### config.mk
export PLATFORM = sky130hd
export DESIGN_NAME = byte_encode_stream_flat
export DESIGN_NICKNAME = d
export VERILOG_FILES = /design/src/rtl/byte_encode_stream_if.sv /design/src/rtl/byte_encode_stream.sv /design/src/flat_wrapper.sv
export SDC_FILE = /design/constraint.sdc
export NUM_CORES = 1
export LEC_CHECK = 0
export CORE_MARGIN = 2
export CORE_UTILIZATION = 30
export DETAILED_ROUTE_END_ITERATION = 7
export HOLD_SLACK_MARGIN = 0.1
export PLACE_DENSITY = 0.6
export SYNTH_ARGS = -nofsm -noshare
export SYNTH_HDL_FRONTEND = slang
export SYNTH_SLANG_ARGS = --single-unit
### constraint.sdc
create_clock -name clk -period 5.1 [get_ports clk]
set_clock_uncertainty 0.2 [all_clocks]
set_input_delay 0.51 -clock clk [delete_from_list [all_inputs] [get_ports clk]]
set_output_delay 0.51 -clock clk [all_outputs]
set_load 0.05 [all_outputs]
### src/rtl/byte_encode_stream_if.sv
// rtl/byte_encode_stream_if.sv - coefficient-in / packed-byte-out stream bundle
// slave is the packer's view, master is the producer/sink side.
interface byte_encode_stream_if;
  logic        coef_valid;
  logic        coef_ready;
  logic [15:0] coef_data;
  logic        byte_valid;
  logic        byte_ready;
  logic [7:0]  byte_data;
  logic        byte_last;

  modport slave (
    input  coef_valid, coef_data, byte_ready,
    output coef_ready, byte_valid, byte_data, byte_last
  );

  modport master (
    output coef_valid, coef_data, byte_ready,
    input  coef_ready, byte_valid, byte_data, byte_last
  );
endinterface

### src/rtl/byte_encode_stream.sv
// rtl/byte_encode_stream.sv - streaming ByteEncode_d packer
// Packs the low D bits of each coefficient LSB-first and emits one byte per handshake.
module byte_encode_stream #(
  parameter int D      = 12,
  parameter int NCOEF  = 256,
  parameter int REDUCE = 1
) (
  input  logic                 clk,
  input  logic                 rst_n,
  input  logic                 clr,
  byte_encode_stream_if.slave  s,
  output logic                 busy
);
  localparam int ACCW   = 24;
  localparam int NBYTES = NCOEF * D / 8;
  localparam int CIDXW  = (NCOEF > 1) ? $clog2(NCOEF) : 1;
  localparam int BIDXW  = (NBYTES > 1) ? $clog2(NBYTES) : 1;
  localparam bit REDUCE_EN = (REDUCE != 0) && (D == 12);
  localparam logic [15:0] Q = 16'd3329;

  logic [ACCW-1:0]  r_acc;
  logic [4:0]       r_cnt;
  logic [CIDXW-1:0] r_cidx;
  logic [BIDXW-1:0] r_bidx;

  logic             w_coef_ready;
  logic             w_byte_valid;
  logic             w_byte_last;
  logic             w_in_fire;
  logic             w_out_fire;
  logic [15:0]      w_addend;
  logic [D-1:0]     w_pack;
  logic [4:0]       w_base;
  logic [ACCW-1:0]  w_acc_next;
  logic [4:0]       w_cnt_next;

  // Both handshake qualifiers come from registered cnt only, so byte_ready never reaches coef_ready.
  assign w_coef_ready = ({1'b0, r_cnt} + 6'(D)) <= 6'(ACCW);
  assign w_byte_valid = (r_cnt >= 5'd8);
  assign w_byte_last  = w_byte_valid && (r_bidx == BIDXW'(NBYTES - 1));

  assign s.coef_ready = w_coef_ready;
  assign s.byte_valid = w_byte_valid;
  assign s.byte_data  = r_acc[7:0];
  assign s.byte_last  = w_byte_last;
  assign busy         = (r_cnt != 5'd0) || (r_cidx != '0);

  assign w_in_fire  = s.coef_valid && w_coef_ready;
  assign w_out_fire = w_byte_valid && s.byte_ready;

  // ByteEncode_12 keys: negative coefficients are lifted into [0, q) before truncation.
  assign w_addend = (REDUCE_EN && s.coef_data[15]) ? Q : 16'd0;
  assign w_pack   = D'(s.coef_data + w_addend);

  // New bits land just above whatever survives this cycle's byte pop.
  assign w_base = w_out_fire ? (r_cnt - 5'd8) : r_cnt;

  always_comb begin
    w_acc_next = w_out_fire ? (r_acc >> 8) : r_acc;
    if (w_in_fire) begin
      w_acc_next = w_acc_next | (ACCW'(w_pack) << w_base);
    end
    w_cnt_next = w_base + (w_in_fire ? 5'(D) : 5'd0);
  end

  always_ff @(posedge clk) begin
    if (!rst_n || clr) begin
      r_acc  <= '0;
      r_cnt  <= 5'd0;
      r_cidx <= '0;
      r_bidx <= '0;
    end else begin
      r_acc <= w_acc_next;
      r_cnt <= w_cnt_next;
      if (w_in_fire) begin
        r_cidx <= (r_cidx == CIDXW'(NCOEF - 1)) ? '0 : r_cidx + CIDXW'(1);
      end
      if (w_out_fire) begin
        r_bidx <= w_byte_last ? '0 : r_bidx + BIDXW'(1);
      end
    end
  end
endmodule
### src/flat_wrapper.sv
// flat-port wrapper written by rule: the top's interface ports become plain ports
module byte_encode_stream_flat 
#(
  parameter int D      = 12,
  parameter int NCOEF  = 256,
  parameter int REDUCE = 1
)
  (clk, rst_n, clr, busy, s_coef_valid, s_coef_data, s_byte_ready, s_coef_ready, s_byte_valid, s_byte_data, s_byte_last);
  byte_encode_stream_if s_i ();
  input  logic clk;
  input  logic rst_n;
  input  logic clr;
  output logic busy;
  input wire logic [$bits(s_i.coef_valid)-1:0] s_coef_valid;
  input wire logic [$bits(s_i.coef_data)-1:0] s_coef_data;
  input wire logic [$bits(s_i.byte_ready)-1:0] s_byte_ready;
  output wire logic [$bits(s_i.coef_ready)-1:0] s_coef_ready;
  output wire logic [$bits(s_i.byte_valid)-1:0] s_byte_valid;
  output wire logic [$bits(s_i.byte_data)-1:0] s_byte_data;
  output wire logic [$bits(s_i.byte_last)-1:0] s_byte_last;
  assign s_i.coef_valid = s_coef_valid;
  assign s_i.coef_data = s_coef_data;
  assign s_i.byte_ready = s_byte_ready;
  assign s_coef_ready = s_i.coef_ready;
  assign s_byte_valid = s_i.byte_valid;
  assign s_byte_data = s_i.byte_data;
  assign s_byte_last = s_i.byte_last;
  byte_encode_stream #(.D(D), .NCOEF(NCOEF), .REDUCE(REDUCE)) u_core (.clk(clk), .rst_n(rst_n), .clr(clr), .s(s_i), .busy(busy));
endmodule
[After elaboration in Yosys (flattened, before gate mapping)]
Cells that the tools add are included.
Word-level totals
  register bits: 46
  input bits: 21
  output and inout bits: 12
  logic and storage cells: 31
Cells by class
  add/sub/neg operators: 6
  order comparisons: 2
  equality and inequality tests: 2
  shift operators: 1
  mux-type cells: 7
  bitwise logic cells: 1
  reduce and logical (&&, ||, !) cells: 8
Operators by type and width (number)
  $mux 24: 2
  $or 24x24->24: 1
  $shl 12x5->24: 1
  $add 12x12->12: 1
  $mux 12: 1
  $add 9x1->9 const B: 1
  $eq 9x9->1 const B: 1
  $mux 9: 1
  $add 8x1->8 const B: 1
  $eq 8x8->1 const B: 1
  $mux 8: 1
  $reduce_bool 8->1: 1
  $add 5x4->6 const B: 1
  $le 6x5->1 const B: 1
  $add 5x5->5: 1
  $ge 5x4->1 const B: 1
  $mux 5: 1
  $reduce_bool 5->1: 1
  $sub 5x4->5 const B: 1
  $mux 4: 1
  $logic_and 1x1->1: 3
  $logic_or 1x1->1: 2
  $logic_not 1->1: 1

[Logic depth before layout (Yosys ltp)]
Gate-level depths: netlist of the first run.
  word-level depth: 6
  gate-level depth with buffers: 13
  mapped depth without buffers: 9

[Worst setup path after synthesis of the first run]
No wires, ideal clock.
  path kind: flip-flop to output port
  start point: reg u_core.r_cnt[2]
  end point: out s_byte_last
  data arrival time: 3881 ps
  data required time: 4390 ps
  slack: 509 ps
  stages on the path, launching flop included: 7
  buffers on the path: 2
  cells stage by stage: dfxtp_1 > clkbuf_1 > inv_1 > buf_2 > ha_1 > nand2b_1 > a2111oi_0
Between the ends
  longest elaborated chain between the ends: 2
Ends and longest elaborated chain
  from (decl): RTL line byte_encode_stream.sv:22  | logic [4:0] r_cnt;
  from (signal assigned): RTL line byte_encode_stream.sv:74  | r_cnt <= w_cnt_next;
  $ge 5x4->1: RTL line byte_encode_stream.sv:39  | assign w_byte_valid = (r_cnt >= 5'd8);
  $logic_and 1x1->1: RTL line byte_encode_stream.sv:40  | assign w_byte_last = w_byte_valid && (r_bidx == BIDXW'(NBYTES - 1));
  to (decl): RTL line flat_wrapper.sv:20  | output wire logic [$bits(s_i.byte_last)-1:0] s_byte_last;
No other way between the ends.

[Final worst setup path of the first run]
Same ends and word-level chain as after synthesis.

==> results.py, run 1 <==
metrics = {
    "routing": {
        "detailedRoute.firstIterationViolations": 152,
        "vias_per_cell": 5.405,
        "drtAntennaViolNets": 0,
        "remaining_drc_errors": 0,
        "final_wirelength_um": 7325,
        "routed_wire_length_per_instance_um": 15.07,
        "route.vias.total": 2627,
        "drt-pass1-iter-count": 4,
    },
    "timing": {
        "timing_max_transition_violations_final": 0,
        "maxSlewHeadroom_pct": 37.78,
        "max_clock_freq_ghz": 0.2298,
        "worst_slew_pin_slew_ns": 0.9333,
        "final_hold_viol_count": 0,
        "finalCritPeriodShare_pct": 85.34,
        "setup-tns-final_ns": 0,
        "holdWs_ns": 0.2637,
        "postLayoutSetupSlackWorst_ns": 0.7475,
        "finalSetupViolCount": 0,
        "period_minus_slack_ns": 4.352,
        "grt_setup_unrepaired": "no",
    },
    "logic_synthesis": {
        "synth_xor_xnor_area_share_pct": 7.899,
        "synth-warning-count": 0,
        "synth_nets": 380,
        "synth_ff_type": "sky130_fd_sc_hd__dfxtp_1",
        "yosys_register_bits": 44,
        "seq_area_frac_synth_pct": 30.56,
        "synthTopCellsByCount": "sky130_fd_sc_hd__dfxtp_1, sky130_fd_sc_hd__nand2_1, sky130_fd_sc_hd__nor2_1, sky130_fd_sc_hd__nand3_1, sky130_fd_sc_hd__xor2_1",
        "synth-compound-area-share_pct": 20.40,
        "syn_area_cell_um2": 8.405,
        "synth-edff-count": 0,
        "yosysUniqueCellTypes": 61,
        "yosysMostFrequentCell": "sky130_fd_sc_hd__dfxtp_1",
        "yosys-mux-area-fraction_pct": 3.559,
        "synth_top_family_by_area": "simple AND/OR/NAND/NOR gates",
        "synth_fa_ha_area_share_pct": 7.205,
        "postSynthCellCount": 343,
        "netlist_top_cells_area": "sky130_fd_sc_hd__dfxtp_1, sky130_fd_sc_hd__ha_1, sky130_fd_sc_hd__xor2_1",
        "syn_area_um2": 2883,
        "yosysTopAreaCellShare_pct": 30.56,
        "synth_top_cell_by_area": "sky130_fd_sc_hd__dfxtp_1",
        "asyncSetResetFlopFracSynth_pct": 0,
        "synthSimpleGateAreaFrac_pct": 24.13,
    },
    "place": {
        "detailedPlace.worstSlack_ns": 1.088,
        "buffer_ports.inserted": 29,
        "post-place-cells": 478,
        "cell_area_after_placement_um2": 3214,
        "gp_congestion": 0.9076,
        "detail_placement_hpwl_um": 5275,
    },
    "worst_setup_path": {
        "path_max_fanout": 20,
        "critPathRequiredTime_ns": 4.39,
        "timing.critical_path.arrival_ns": 3.64,
        "path_cells": "inv_1 -> ha_1 -> nand2b_1 -> a2111oi_0 -> clkdlybuf4s50_1",
        "kind_of_end_point_of_the_critical_path": "output pin",
        "slowest_delay_ns": 0.95,
        "timing.critical_path.from_type": "flip-flop",
        "worst_path_max_delay_cell": "sky130_fd_sc_hd__clkdlybuf4s50_1",
        "critical_path.top_delay_family": "buffers and inverters",
        "timing.critical_path.buf_inv": 2,
        "worstSetupPathType": "flip-flop to output pin",
    },
    "min_path": {
        "worst_hold_path_type": "flip-flop to flip-flop",
    },
    "clock_tree": {
        "ctsHoldBuffers": 0,
        "cts_made_buffers": 5,
        "cts.repair.resized": 0,
        "path_clk_slew_ns": 0.09,
        "cts.path.max_buffers": 2,
        "cts_tree": "yes",
        "ctsHtreeMaxLevel": 2,
        "tritoncts_num_sinks": 44,
        "cts-root-buf": "sky130_fd_sc_hd__clkbuf_8",
        "post-cts-setup-buffer-count": 0,
        "clock_insertion_delay_worst_skew_ns": 0.31,
    },
    "cells_and_area": {
        "share_of_cells_above_drive_strength_1_pct": 6.723,
        "layout.filler_cells": 1003,
        "antennaDiodeCount": 0,
        "fin_area_um2": 3329,
        "area_growth_pct": 15.49,
        "multiInputGateArea_um2": 1822,
        "finalNonFillerCells": 486,
        "register_area_um2": 880.8,
        "final_core_util_pct": 35.86,
        "final_nets": 393,
    },
    "status": {
        "outcome": "finished clean",
    },
    "floorplanning": {
        "die_h_um": 102.0,
        "initial_utilization_pct": 31.05,
        "placement_rows": 35,
        "floorplan.die_area_um2": 10410,
        "dieWidth_um": 102.0,
        "ioPinCount": 33,
        "placeableCoreArea_um2": 9284,
    },
    "global_routing": {
        "grt_use_total_pct": 15.20,
        "grt_overflow_total": 0,
        "antenna_found_initial": 0,
        "vias_in_the_first_global_route": 2571,
        "grt_pass1_wl_um": 12560,
        "largest_net_degree_at_the_start_of_global_routing": 24,
    },
    "power_and_ir_drop": {
        "peak_supply_drop_mv": 0.1853,
        "post-layout-total-power_mw": 1.260,
        "cellPowerDensity_nw_per_um2": 378.6,
        "power.static_leakage_nw": 1.168,
    },
    "run": {
        "max_cap_viol_count": 0,
    },
}
## flip-flops by register name (all words and copies together) (netlist names)
| register | cells |
|---|---|
| u_core.r_acc | 24 |
| u_core.r_bidx | 9 |
| u_core.r_cidx | 8 |
| u_core.r_cnt | 3 |
## kinds of logic after synthesis
logic type	count (synthesis)
xor gates and xnor gates	26
muxes	10
buffers and inverters	37
and+or+nand+nor	134
adders and majority gates	16
AOI/OAI and AO/OA	76
DFF	44
## worst paths after layout
path	from	endpoint	slack, ns	depth (start not counted)
worst min-delay path	u_core.r_acc[21]	u_core.r_acc[21]	0.26	2
worst max register to register	u_core.r_cnt[2]	u_core.r_cnt[4]	1.26	9
worst max-delay path	u_core.r_cnt[2]	s_byte_last	0.75	5
worst min register to register	u_core.r_acc[21]	u_core.r_acc[21]	0.26	2
## tightest hold or removal path, delay by kind of cell (launching register included)
family | cells | cell delay [ns]
DFF | 1 | 0.32
AOI/OAI and AO/OA | 1 | 0.05
and+or+nand+nor | 1 | 0.05
## per-layer routing
layer  vias up  share of wire [%]  GRT usage, %
met5         -                  0             0
met3        13                5.6         2.941
met1      1244                 47         19.75
met2        78                 46         25.15
met4         0                1.8         5.538
li1       1292                  -             -
## power by group
group,switching (mW),internal [mW],total [mW],leakage (nW)
registers,0.0298,0.369,0.399,0.356
logic,0.380,0.199,0.578,0.758
clock network,0.136,0.148,0.284,0.0548
total,0.545,0.715,1.26,1.17
## cell usage in the layout (no fill, tap or decap), drive strengths merged, types with 4 or more instances in the layout
master | synthesis | routed
clkdlybuf4s50 | 0 | 29
nor2b | 6 | 6
a32oi | 6 | 6
o211ai | 9 | 9
dfxtp | 44 | 44
nor2 | 24 | 24
o31ai | 4 | 4
and3 | 6 | 6
a211oi | 4 | 4
ha | 15 | 15
nor3 | 5 | 5
a21oi | 9 | 9
nand2 | 37 | 37
inv | 12 | 13
nand3 | 21 | 21
o21ai | 5 | 5
clkbuf | 8 | 5
a31oi | 12 | 12
xnor2 | 7 | 7
nand2b | 4 | 4
xor2 | 19 | 19
nand4 | 15 | 15
mux2i | 8 | 8
o22ai | 4 | 4
## cell type report
| type | count | share of cell area, % |
|---|---|---|
| Multi-Input combinational cell | 262 | 54.72 |
| Timing Repair Buffer | 31 | 9.169 |
| Clock buffer | 5 | 2.067 |
| Sequential cell | 44 | 26.46 |
| Tap cell | 129 | 4.848 |
| Inverter | 12 | 1.353 |
| Clock inverter | 3 | 1.390 |
(Power assumes the default switching activity.)
==> run 2: changes to the inputs <==
Settings changed: ABC_AREA from default to 0.
==> results of run 2 <==
Final layout, timing and power as in run 1 (identical DEF).
==> run 3: changes to the inputs <==
Settings changed: SETUP_SLACK_MARGIN from default to 0.4.
==> results of run 3 <==
Final layout, timing and power as in run 1 (identical DEF).
